`config.mk`:
```
export PLATFORM = sky130hd
export DESIGN_NAME = instr_fetch
export DESIGN_NICKNAME = d
export VERILOG_FILES = /design/src/rtl/cpu_pkg.sv /design/src/rtl/pc_reg.sv /design/src/rtl/instr_fetch.sv
export SDC_FILE = /design/constraint.sdc
export NUM_CORES = 1
export LEC_CHECK = 0
export BUFFER_PORTS_ARGS = -buffer_cell sky130_fd_sc_hd__clkbuf_2
export CAP_MARGIN = 5
export CORE_AREA = 4 4 144 146
export CTS_BUF_LIST = sky130_fd_sc_hd__clkbuf_4
export DETAILED_ROUTE_END_ITERATION = 12
export DIE_AREA = 0 0 148 150
export PLACE_DENSITY = 0.52
export REMOVE_ABC_BUFFERS = 1
export SYNTH_ARGS = -nofsm -noshare
export SYNTH_HDL_FRONTEND = slang
export SYNTH_SLANG_ARGS = --single-unit
```
`constraint.sdc`:
```
create_clock -name clk -period 4.1 [get_ports clk]
set_input_delay 0.41 -clock clk [delete_from_list [all_inputs] [get_ports clk]]
set_output_delay 0.41 -clock clk [all_outputs]
set_load 0.05 [all_outputs]
```
`src/rtl/cpu_pkg.sv`:
```
// Shared fetch-stage definitions: FSM state encoding, instruction field
// geometry and PC stepping constants.
package cpu_pkg;

    localparam int XLEN = 32;

    // Instruction field widths
    localparam int OPCODE_W = 7;
    localparam int REG_W    = 5;
    localparam int IMM_W    = 15;

    // Instruction field least-significant bit positions
    localparam int OPCODE_LSB = 25;
    localparam int RD_LSB     = 20;
    localparam int RS_LSB     = 15;
    localparam int IMM_LSB    = 0;

    // PC stepping and word alignment
    localparam logic [XLEN-1:0] PC_INC         = 32'd4;
    localparam logic [XLEN-1:0] PC_ALIGN_MASK  = 32'h0000_0003;

    typedef enum logic [1:0] {
        IDLE = 2'd0,
        REQ  = 2'd1,
        WAIT = 2'd2,
        HOLD = 2'd3
    } fetch_state_t;

endpackage

```
`src/rtl/pc_reg.sv`:
```
// Program counter register: synchronous reset to RESET_PC, word-aligned load
// (priority) or modulo-2^32 increment. Exposes the next value so the fetch
// FSM can register the outgoing request address in the same edge.
module pc_reg
    import cpu_pkg::*;
#(
    parameter logic [XLEN-1:0] RESET_PC = 32'h0000_0000
) (
    input  logic            clk,
    input  logic            rst,
    input  logic            i_load,
    input  logic [XLEN-1:0] i_load_val,
    input  logic            i_inc,
    output logic [XLEN-1:0] o_pc,
    output logic [XLEN-1:0] o_pc_next
);

    logic [XLEN-1:0] r_pc;
    logic [XLEN-1:0] w_pc_next;

    // Next-PC selection: a redirect load wins over a sequential step
    always_comb begin
        w_pc_next = r_pc;
        if (i_load) begin
            w_pc_next = i_load_val & ~PC_ALIGN_MASK;
        end else if (i_inc) begin
            w_pc_next = r_pc + PC_INC;
        end
    end

    // PC state update
    always_ff @(posedge clk) begin
        if (rst) begin
            r_pc <= RESET_PC;
        end else begin
            r_pc <= w_pc_next;
        end
    end

    assign o_pc      = r_pc;
    assign o_pc_next = w_pc_next;

endmodule

```
`src/rtl/instr_fetch.sv`:
```
// Instruction fetch stage: issues one-cycle memory read requests, waits for
// the response, and presents the instruction with decoded fields to decode.
// A redirect while a request is in flight squashes the next response.
module instr_fetch
    import cpu_pkg::*;
#(
    parameter logic [XLEN-1:0] RESET_PC = 32'h0000_0000
) (
    input  logic                clk,
    input  logic                rst,
    output logic                mem_req,
    output logic [XLEN-1:0]     mem_addr,
    input  logic                mem_ack,
    input  logic [XLEN-1:0]     mem_rdata,
    input  logic                redirect_valid,
    input  logic [XLEN-1:0]     redirect_pc,
    output logic                out_valid,
    input  logic                out_ready,
    output logic [XLEN-1:0]     out_pc,
    output logic [XLEN-1:0]     out_instr,
    output logic [OPCODE_W-1:0] out_opcode,
    output logic [REG_W-1:0]    out_rd,
    output logic [REG_W-1:0]    out_rs,
    output logic [IMM_W-1:0]    out_imm
);

    fetch_state_t          r_state;
    logic                  r_squash;
    logic                  r_mem_req;
    logic [XLEN-1:0]       r_mem_addr;
    logic                  r_out_valid;
    logic [XLEN-1:0]       r_out_pc;
    logic [XLEN-1:0]       r_out_instr;
    logic [OPCODE_W-1:0]   r_out_opcode;
    logic [REG_W-1:0]      r_out_rd;
    logic [REG_W-1:0]      r_out_rs;
    logic [IMM_W-1:0]      r_out_imm;

    logic [XLEN-1:0]       w_pc;
    logic [XLEN-1:0]       w_pc_next;
    logic                  w_pc_inc;

    // Sequential step only on a plain accepted transfer; a redirect overrides it
    assign w_pc_inc = (r_state == HOLD) && out_ready && !redirect_valid;

    pc_reg #(
        .RESET_PC (RESET_PC)
    ) u_pc_reg (
        .clk        (clk),
        .rst        (rst),
        .i_load     (redirect_valid),
        .i_load_val (redirect_pc),
        .i_inc      (w_pc_inc),
        .o_pc       (w_pc),
        .o_pc_next  (w_pc_next)
    );

    // Fetch FSM with registered memory-side and decode-side outputs
    always_ff @(posedge clk) begin
        if (rst) begin
            r_state      <= IDLE;
            r_squash     <= 1'b0;
            r_mem_req    <= 1'b0;
            r_mem_addr   <= '0;
            r_out_valid  <= 1'b0;
            r_out_pc     <= '0;
            r_out_instr  <= '0;
            r_out_opcode <= '0;
            r_out_rd     <= '0;
            r_out_rs     <= '0;
            r_out_imm    <= '0;
        end else begin
            r_mem_req <= 1'b0;
            case (r_state)
                IDLE: begin
                    r_state    <= REQ;
                    r_mem_req  <= 1'b1;
                    r_mem_addr <= w_pc_next;
                end
                REQ: begin
                    r_state <= WAIT;
                    if (redirect_valid) begin
                        r_squash <= 1'b1;
                    end
                end
                WAIT: begin
                    if (mem_ack && (redirect_valid || r_squash)) begin
                        // Response belongs to a stale path: drop it and refetch
                        r_squash   <= 1'b0;
                        r_state    <= REQ;
                        r_mem_req  <= 1'b1;
                        r_mem_addr <= w_pc_next;
                    end else if (redirect_valid) begin
                        r_squash <= 1'b1;
                    end else if (mem_ack) begin
                        r_state      <= HOLD;
                        r_out_valid  <= 1'b1;
                        r_out_pc     <= w_pc;
                        r_out_instr  <= mem_rdata;
                        r_out_opcode <= mem_rdata[OPCODE_LSB +: OPCODE_W];
                        r_out_rd     <= mem_rdata[RD_LSB +: REG_W];
                        r_out_rs     <= mem_rdata[RS_LSB +: REG_W];
                        r_out_imm    <= mem_rdata[IMM_LSB +: IMM_W];
                    end
                end
                HOLD: begin
                    if (redirect_valid || out_ready) begin
                        r_out_valid <= 1'b0;
                        r_state     <= REQ;
                        r_mem_req   <= 1'b1;
                        r_mem_addr  <= w_pc_next;
                    end
                end
            endcase
        end
    end

    assign mem_req    = r_mem_req;
    assign mem_addr   = r_mem_addr;
    assign out_valid  = r_out_valid;
    assign out_pc     = r_out_pc;
    assign out_instr  = r_out_instr;
    assign out_opcode = r_out_opcode;
    assign out_rd     = r_out_rd;
    assign out_rs     = r_out_rs;
    assign out_imm    = r_out_imm;

endmodule

```
==> qor.yml, run 1 <==
whs_endpoint: "out_instr[17]"
drt_iter0_markers: 237
syn-cell-area_sq_mm: 0.00579
clock_sinks: 133
rows: 51
fmax_mhz: 359
grt_max_degree: 67
synth_top_flop_cell: "dfxtp_1"
setup_violations: 0
use_met1: 0.202
use_met3: 0.0524
outcome: "complete, no violations"
hp-class: "primary input to flip-flop"
ff2ff_path_depth: 7
grt_usage: 0.156
hold_depth: 3
synth_warnings: 0
cap_violations: 0
cts_made_buffers: 17
rsz0062_at_grt: "false"
power.density_mw_per_mm2: 393
boundaryPins: 199
area_growth_pct: 22.2
start_kind: "flip-flop"
vias: 5358
endpoint_kind: "flip-flop"
hold_viol: 0
synthArstFlopShare: 0
route.detailed.wl_per_inst_um: 15.2
hold_start: "mem_rdata[17]"
clockBufferDepth: 2
totalWireLength_mm: 17.3
synth_edf_count: 0
total_power_mw: 2.78
yosysSeqAreaShare: 0.460
root_buffer: "clkbuf_4"
netlist.area_leader.share: 0.460
crit_fanout: 23
die-area_sq_mm: 0.0222
chipHeight_um: 150
start_util: 0.298
tightest_slew_ns: 0.751
drc: 0
critPathRequiredTime_ns: 4.53
via_per_inst: 4.69
fin_crit_sh: 0.680
drive_above_1_share: 0.277
synth_seq_cells: 133
grt_busiest_layer: "met2"
htreeDepth: 4
globalplace.congestion: 0.743
syn_inst: 719
setup_tns_ns: 0
firstDrtPassIters: 4
power_leakage_nw: 2.92
synth.area.top_cells: "dfxtp_1, nand2_1, a21oi_1, buf_4, clkbuf_1"
dp_hpwl_mm: 12.1
cts_tree: "done"
r2r-end: "mem_addr[28]"
r2r_slack_ns: 1.31
grt_overflow_total: 0
core_sq_mm: 0.0194
avgSynthCellArea_sq_um: 8.05
grt_pass1_wl_mm: 27.3
r2r-start: "r_state[0]"
ant_nets: 0
clock_latency_ns: 0.55
grt_pass1_vias: 5027
arrival_ns: 3.21
min_period_ns: 2.79
portBuffers: 196
die_w_um: 148
grt_use_met2: 0.248
yosysUniqueCellTypes: 51
antenna_found_initial: 1
clkSlewWorstSetupHoldPaths_ns: 0.11
slew_viol_final: 0
utilization: 0.364
timing.hold.ws_ns: 0.0774
yosysTopAreaCell: "dfxtp_1"
max-vdd-ir-drop_mv: 0.197
criticalPathCategory: "flip-flop to flip-flop"
slew_headroom: 0.499
skew_ns: 0.0211
fin_nets: 937
flip-flops by register name, indices dropped and copies added (netlist names):
register,count
out_valid,1
mem_addr,32
r_squash,1
out_pc,32
mem_req,1
out_instr,32
r_state,2
u_pc_reg.o_pc,32
Yosys cell counts, types with 2 or more instances:
cell type,n
nor4_1,11
xor2_1,2
and4_1,7
nor3b_1,2
o21a_1,4
nor3_1,20
nand3_1,30
o211a_1,2
or4_1,3
buf_4,35
ha_1,5
o311ai_0,2
dfxtp_1,133
a21o_1,3
clkbuf_1,40
o31ai_1,9
nand4b_1,2
nor2b_1,2
o41ai_1,7
or3_1,4
o31a_1,10
nand2_1,160
buf_2,3
mux2i_1,4
a31oi_1,2
nand2b_1,12
xnor2_1,6
a21oi_1,80
o211ai_1,2
inv_1,6
nand4_1,13
a211oi_1,3
and2_1,7
nor2_1,38
buf_1,4
o21ai_0,23
and3_1,8
o311a_1,2
layer usage:
| metal | part of all wire | routed length [um] | up-vias |
|---|---|---|---|
| met5 | 0 | 0 | - |
| met4 | 0.016 | 270 | 0 |
| met3 | 0.068 | 1180 | 25 |
| met2 | 0.45 | 7820 | 152 |
| met1 | 0.46 | 8050 | 2412 |
| li1 | - | - | 2769 |
report_power, final:
| group | internal (mW) | switching (mW) |
|---|---|---|
| registers | 1.35 | 0.0526 |
| clock network | 0.485 | 0.482 |
| logic | 0.116 | 0.290 |
area by class of cell:
type	count	area, sq um
clock buffer	19	143
antenna	1	2.50
multi-input combinational	497	2670
inverter	7	26.3
fill	2158	12300
clock inverter	13	163
timing repair buffer	207	1070
sequential	133	2660
tap	265	332
how the worst max path moves through the flow:
stage | endpoint | from | depth (start not counted)
2_1_floorplan | out_instr[0] | r_state[1] | 5
3_3_place_gp | mem_addr[23] | redirect_valid | 7
3_5_place_dp | mem_addr[23] | redirect_valid | 7
4_1_cts | mem_addr[28] | r_state[1] | 7
5_1_grt | mem_addr[28] | r_state[0] | 7
6_report | mem_addr[28] | r_state[0] | 7
through the flow:
| stage | setup slack, ns | cells | cell area [sq um] |
|---|---|---|---|
| floorplan | 1.26 | 637 | 5350 |
| global route | 0.935 | 1142 | 7070 |
| global placement | 1.31 | 1108 | 6750 |
| CTS | 1.28 | 1140 | 7060 |
| finish | 1.31 | 1142 | 7070 |
| detailed placement | 1.28 | 1108 | 6750 |
logic make-up (layout without fill, tap and decap cells):
logic type,Yosys count,in the layout,share of synthesized area
other,0,1,0
AND/OR/NAND/NOR,324,324,0.264
adder cells (fa/ha/maj),5,5,0.0108
AO/OA/AOI/OAI,156,156,0.165
multiplexers,4,4,0.00692
buffers and inverters,89,246,0.0811
flip-flops,133,133,0.460
XOR/XNOR,8,8,0.0121
placed cells by master, fill, tap and decap left out, drive strengths merged, types with 4 or more instances in the layout:
| master | count |
|---|---|
| o41ai | 7 |
| and2 | 7 |
| o31ai | 9 |
| and3 | 8 |
| nor3 | 21 |
| nand4 | 14 |
| clkbuf | 214 |
| nand3 | 31 |
| a21oi | 80 |
| or3 | 4 |
| nand2 | 160 |
| o21ai | 24 |
| o31a | 10 |
| dfxtp | 133 |
| buf | 11 |
| bufinv | 4 |
| mux2i | 4 |
| ha | 5 |
| and4 | 7 |
| inv | 7 |
| nor2 | 38 |
| xnor2 | 6 |
| nor4 | 11 |
| o21a | 4 |
| or4 | 4 |
| clkinv | 8 |
| nand2b | 12 |
what timing repair did:
item	4_1_cts	5_1_grt
buffers inserted	0	0
resized for setup	0	0
hold endpoints to repair	0	1
hold buffers	0	1
worst max-delay path, stage by stage (launching register included):
cell,delay (ns)
dfxtp_1,0.45
ha_1,0.37
nor3b_1,0.42
or4_1,0.69
buf_4,0.40
nor3_1,0.08
a31oi_1,0.15
o21ai_0,0.09
Power figures use the tool's default switching activity.
==> run 2: changes to the inputs <==
==> constraint.sdc (replaced) <==
create_clock -name clk -period 2.65 [get_ports clk]
set_input_delay 0.265 -clock clk [delete_from_list [all_inputs] [get_ports clk]]
set_output_delay 0.265 -clock clk [all_outputs]
set_load 0.05 [all_outputs]
==> run 2 against run 1 <==
Compared with the run above:
- register-to-register slack worse by 1.0 ns
- largest power group unchanged
- sequential power is 55% higher
- global-route usage is 0.10 points lower
- sequential share of layout area is 2.2 points lower
- flip-flop and latch count stayed put
- critical endpoint is now mem_addr[14]
- wire length is 2.0% higher
- maximum frequency is 18% higher
- setup slack worse by 1.0 ns
- total power is 50% higher
- combinational power is 71% higher
- core utilization is 2.3 points higher
- critical path type unchanged
- clock skew is 0.0052 ns lower
==> qor.yml, run 2 (synthesis gave the netlist of run 1 again) <==
combPwrFrac: 0.167
grt_pass1_vias: 5105
fin_area_sq_mm: 0.00751
switchingPower_mw: 1.27
start_kind: "flip-flop"
setup_violations: 0
p_int_mw: 2.88
grt_max_degree: 112
power_frac_clock: 0.311
r2r_slack_ns: 0.28
max-vdd-ir-drop_mv: 0.262
htreeDepth: 4
cap_violations: 0
grt_pass1_wl_mm: 27.2
whs_endpoint: "u_pc_reg.o_pc[31]"
grt_usage: 0.155
slew_viol_final: 0
r2r-start: "r_state[0]"
rows: 51
clockBufferDepth: 2
post_dp_cell_area_sq_mm: 0.00681
fin_nets: 984
skew_ns: 0.0159
globalplace.congestion: 0.756
p_sw_frac: 0.307
seqPwrFrac: 0.522
clkSlewWorstSetupHoldPaths_ns: 0.12
vias: 5531
clock_sinks: 133
clock_latency_ns: 0.54
chipHeight_um: 150
firstDrtPassIters: 4
die-area_sq_mm: 0.0222
via_per_inst: 4.65
drc: 0
fin_crit_sh: 0.893
crit_fanout: 35
drive_above_1_share: 0.268
totalWireLength_mm: 17.7
boundaryPins: 199
route.detailed.wl_per_inst_um: 14.9
drt_iter0_markers: 285
die_w_um: 148
root_buffer: "clkbuf_4"
cts_tree: "done"
dp_hpwl_mm: 12.1
start_util: 0.298
ant_nets: 0
slew_headroom: 0.589
hold_depth: 3
min_period_ns: 2.37
utilization: 0.387
nFillCells: 2105
startpoint: "r_state[0]"
core_sq_mm: 0.0194
criticalPathCategory: "flip-flop to flip-flop"
hp-class: "primary input to flip-flop"
portBuffers: 196
cts_post_setup_buffers_inserted: 0
antenna_found_initial: 1
cts_made_buffers: 17
power.density_mw_per_mm2: 553
endpoint_kind: "flip-flop"
fmax_mhz: 423
outcome: "complete, no violations"
area_growth_pct: 29.7
power_leakage_nw: 3.10
r2r-end: "mem_addr[14]"
mostFrequentLayoutCell: "clkbuf_2"
arrival_ns: 2.80
hold_start: "redirect_pc[31]"
critPathRequiredTime_ns: 3.09
ff2ff_path_depth: 6
rsz0062_at_grt: "false"
final_cell_mix: "clkbuf_2, nand2_1, dfxtp_1"
grt_overflow_total: 0
hold_viol: 0
tightest_slew_ns: 0.616
-- run 2: cell types whose count changed in the layout (fill, tap and decap cells not counted), sizes merged --
cell         delta
bufinv          -2
dlygate4sd3    +43
clkinvlp        +2
diode           +1
clkinv          -1
buf             +4
-- run 2: power groups by stage --
stage | Combinational [mW] | Clock (mW) | Sequential [mW]
final | 0.694 | 1.29 | 2.17
after CTS | 0.706 | 1.37 | 2.17
after detailed placement | 0.653 | 0 | 2.21
after global routing | 0.749 | 1.45 | 2.18
after floorplan | 0.195 | 0 | 2.39
after global placement | 0.654 | 0 | 2.21
-- run 2: critical path, cell delays in order (launching register included) --
cell and delay (ns):
dfxtp_1 0.44, inv_1 0.07, ha_1 0.27, nor2b_1 0.19
or4_1 0.66, buf_12 0.26, o41ai_1 0.37
-- run 2: layout make-up --
cell class / instances / area [sq um] / share of cell area
Antenna cell: 2 / 5.00 / 0.000666
Multi-Input combinational cell: 497 / 2670 / 0.356
Clock buffer: 19 / 143 / 0.0190
Inverter: 7 / 26.3 / 0.00350
Clock inverter: 12 / 114 / 0.0152
Tap cell: 265 / 332 / 0.0442
Timing Repair Buffer: 254 / 1550 / 0.207
Sequential cell: 133 / 2660 / 0.355
-- run 2: per-layer routing --
layer | wire (um) | GRT usage
met1 | 8380 | 0.204
met4 | 202 | 0.0416
met5 | 0 | 0
met2 | 8210 | 0.249
met3 | 884 | 0.0457
-- run 2: worst max path at each step --
stage                   end  slack, ns  cells past startpoint
2_1_floorplan  out_instr[0]      -0.19                      5
3_3_place_gp   mem_addr[31]       0.34                      7
3_5_place_dp   mem_addr[13]       0.32                      6
4_1_cts        mem_addr[22]       0.27                      6
5_1_grt        mem_addr[21]       0.07                      6
6_report       mem_addr[14]       0.28                      6
-- run 2: what timing repair did --
| item | 4_1_cts | 5_1_grt |
|---|---|---|
| hold buffers | 44 | 0 |
| hold endpoints to repair | 51 | 0 |
| resized for setup | 0 | 0 |
-- run 2: per-stage QoR --
stage	cells	hold WS (ns)	setup TNS [ns]	total power, mW	setup WS [ns]
global route	1189	0.00942	0	4.39	0.0666
floorplan	637	0.334	-12.40	2.59	-0.194
CTS	1187	0.000499	0	4.24	0.268
global placement	1112	0.443	0	2.87	0.340
finish	1189	0.0643	0	4.15	0.284
detailed placement	1112	0.446	0	2.87	0.321
==> run 3: changes to the inputs <==
--- a/config.mk
+++ b/config.mk
@@ -11,6 +11,7 @@
 export CTS_BUF_LIST = sky130_fd_sc_hd__clkbuf_4
 export DETAILED_ROUTE_END_ITERATION = 12
 export DIE_AREA = 0 0 148 150
+export MAX_ROUTING_LAYER = met4
 export PLACE_DENSITY = 0.52
 export REMOVE_ABC_BUFFERS = 1
 export SYNTH_ARGS = -nofsm -noshare
==> run 3 against run 2 <==
Compared with the run above:
- die area unchanged
- combinational power about the same
- sequential power about the same
- first-iteration DRC count up 5.6%
- global-route usage up 0.44 points
- non-clock buffer count unchanged
- final cell count about the same
- critical path depth unchanged
- cell area about the same
- clock skew down 0.0011 ns
- clock power about the same
- register-to-register slack about the same
- critical path type unchanged
- largest cell class unchanged
- largest power group unchanged
- highest routed layer unchanged
==> qor.yml, run 3 (synthesis gave the netlist of run 1 again) <==
drc: 0
die-area_sq_mm: 0.0222
crit_fanout: 35
rsz0062_at_grt: "false"
drt_iter0_markers: 301
vias: 5561
cts_made_buffers: 17
critPathMaxStageDelay_ns: 0.66
drive_above_1_share: 0.268
skew_ns: 0.0148
grt_usage: 0.160
criticalPathCategory: "flip-flop to flip-flop"
outcome: "complete, no violations"
critPathRequiredTime_ns: 3.09
via_per_inst: 4.68
totalWireLength_mm: 17.7
clock_sinks: 133
clockBufferDepth: 2
dp_hpwl_mm: 12.1
clkSlewWorstSetupHoldPaths_ns: 0.12
ant_nets: 0
tightest_slew_ns: 0.618
start_util: 0.298
power.density_mw_per_mm2: 553
die_w_um: 148
min_period_ns: 2.37
area_growth_pct: 29.7
cp_slowest_cell: "or4_1"
grt_busiest_layer: "met2"
use_met1: 0.206
mostFrequentLayoutCell: "clkbuf_2"
cap_violations: 0
cts_post_setup_buffers_inserted: 0
htreeDepth: 4
rows: 51
grt_pass1_wl_mm: 27.2
start_kind: "flip-flop"
slew_viol_final: 0
hp-class: "primary input to flip-flop"
final_cell_mix: "clkbuf_2, nand2_1, dfxtp_1"
fmax_mhz: 423
boundaryPins: 199
clock_latency_ns: 0.54
slew_headroom: 0.587
total_power_mw: 4.15
chipHeight_um: 150
use_met3: 0.0427
cts_tree: "done"
grt_use_met2: 0.249
core_sq_mm: 0.0194
route.detailed.wl_per_inst_um: 14.9
grt_pass1_vias: 5106
grt_max_degree: 112
timing.hold.ws_ns: 0.0635
max-vdd-ir-drop_mv: 0.262
firstDrtPassIters: 4
root_buffer: "clkbuf_4"
crit_chain: "inv_1 > ha_1 > nor2b_1 > or4_1 > buf_12 > o41ai_1"
grt_overflow_total: 0
antenna_found_initial: 1
fin_nets: 984
power_leakage_nw: 3.10
globalplace.congestion: 0.766
fin_crit_sh: 0.893
endpoint_kind: "flip-flop"
arrival_ns: 2.80
setup_violations: 0
hold_viol: 0
portBuffers: 196
==> run 3: cell types whose count changed in the layout (fill, tap and decap cells not counted), sizes merged <==
cell	before	now
diode	2	1
==> run 3: through the flow <==
stage                     utilization  setup WS [ns]  cell area [sq um]  cells  setup TNS [ns]
after floorplan                     -         -0.194               5350    637          -12.40
after global placement          0.351          0.340               6810   1112               0
after detailed placement        0.351          0.321               6810   1112               0
after CTS                       0.387          0.268               7500   1187               0
after global routing            0.387         0.0666               7510   1188               0
final                           0.387          0.285               7510   1188               0
==> run 3: critical path, delay by kind of cell (launching register included) <==
family	cells	cell delay, ns
adder cells (fa/ha/maj)	1	0.27
flip-flops	1	0.44
AND/OR/NAND/NOR	2	0.85
AO/OA/AOI/OAI	1	0.36
buffers and inverters	2	0.33
==> run 3: where the power goes <==
group / internal [mW] / switching [mW]
sequential: 2.09 / 0.0806
combinational: 0.232 / 0.462
clock: 0.558 / 0.732
total: 2.88 / 1.27
==> run 3: cell type report <==
class                           instances  area (sq um)
Fill cell                            2105         11900
Sequential cell                       133          2660
Tap cell                              265           332
Antenna cell                            1          2.50
Clock inverter                         12           114
Inverter                                7          26.3
Timing Repair Buffer                  254          1550
Multi-Input combinational cell        497          2670
Clock buffer                           19           143
==> run 3: routing by layer <==
metal | wire length [um] | vias up
li1 | - | 2872
met1 | 8400 | 2523
met2 | 8190 | 150
met3 | 867 | 16
met4 | 201 | 0
met5 | 0 | -
==> run 3: path summary, 6_finish.rpt <==
kind	startpoint	to	slack, ns	depth (start not counted)
hold reg to reg	mem_addr[0]	mem_addr[0]	0.46	2
hold / removal	redirect_pc[31]	u_pc_reg.o_pc[31]	0.06	3
setup reg to reg	r_state[0]	mem_addr[22]	0.28	6
setup / recovery	r_state[0]	mem_addr[22]	0.28	6
==> run 3: timing repair <==
action                    in CTS  in global routing
resized for setup              0                  0
hold buffers                  44                  0
hold endpoints to repair      51                  0
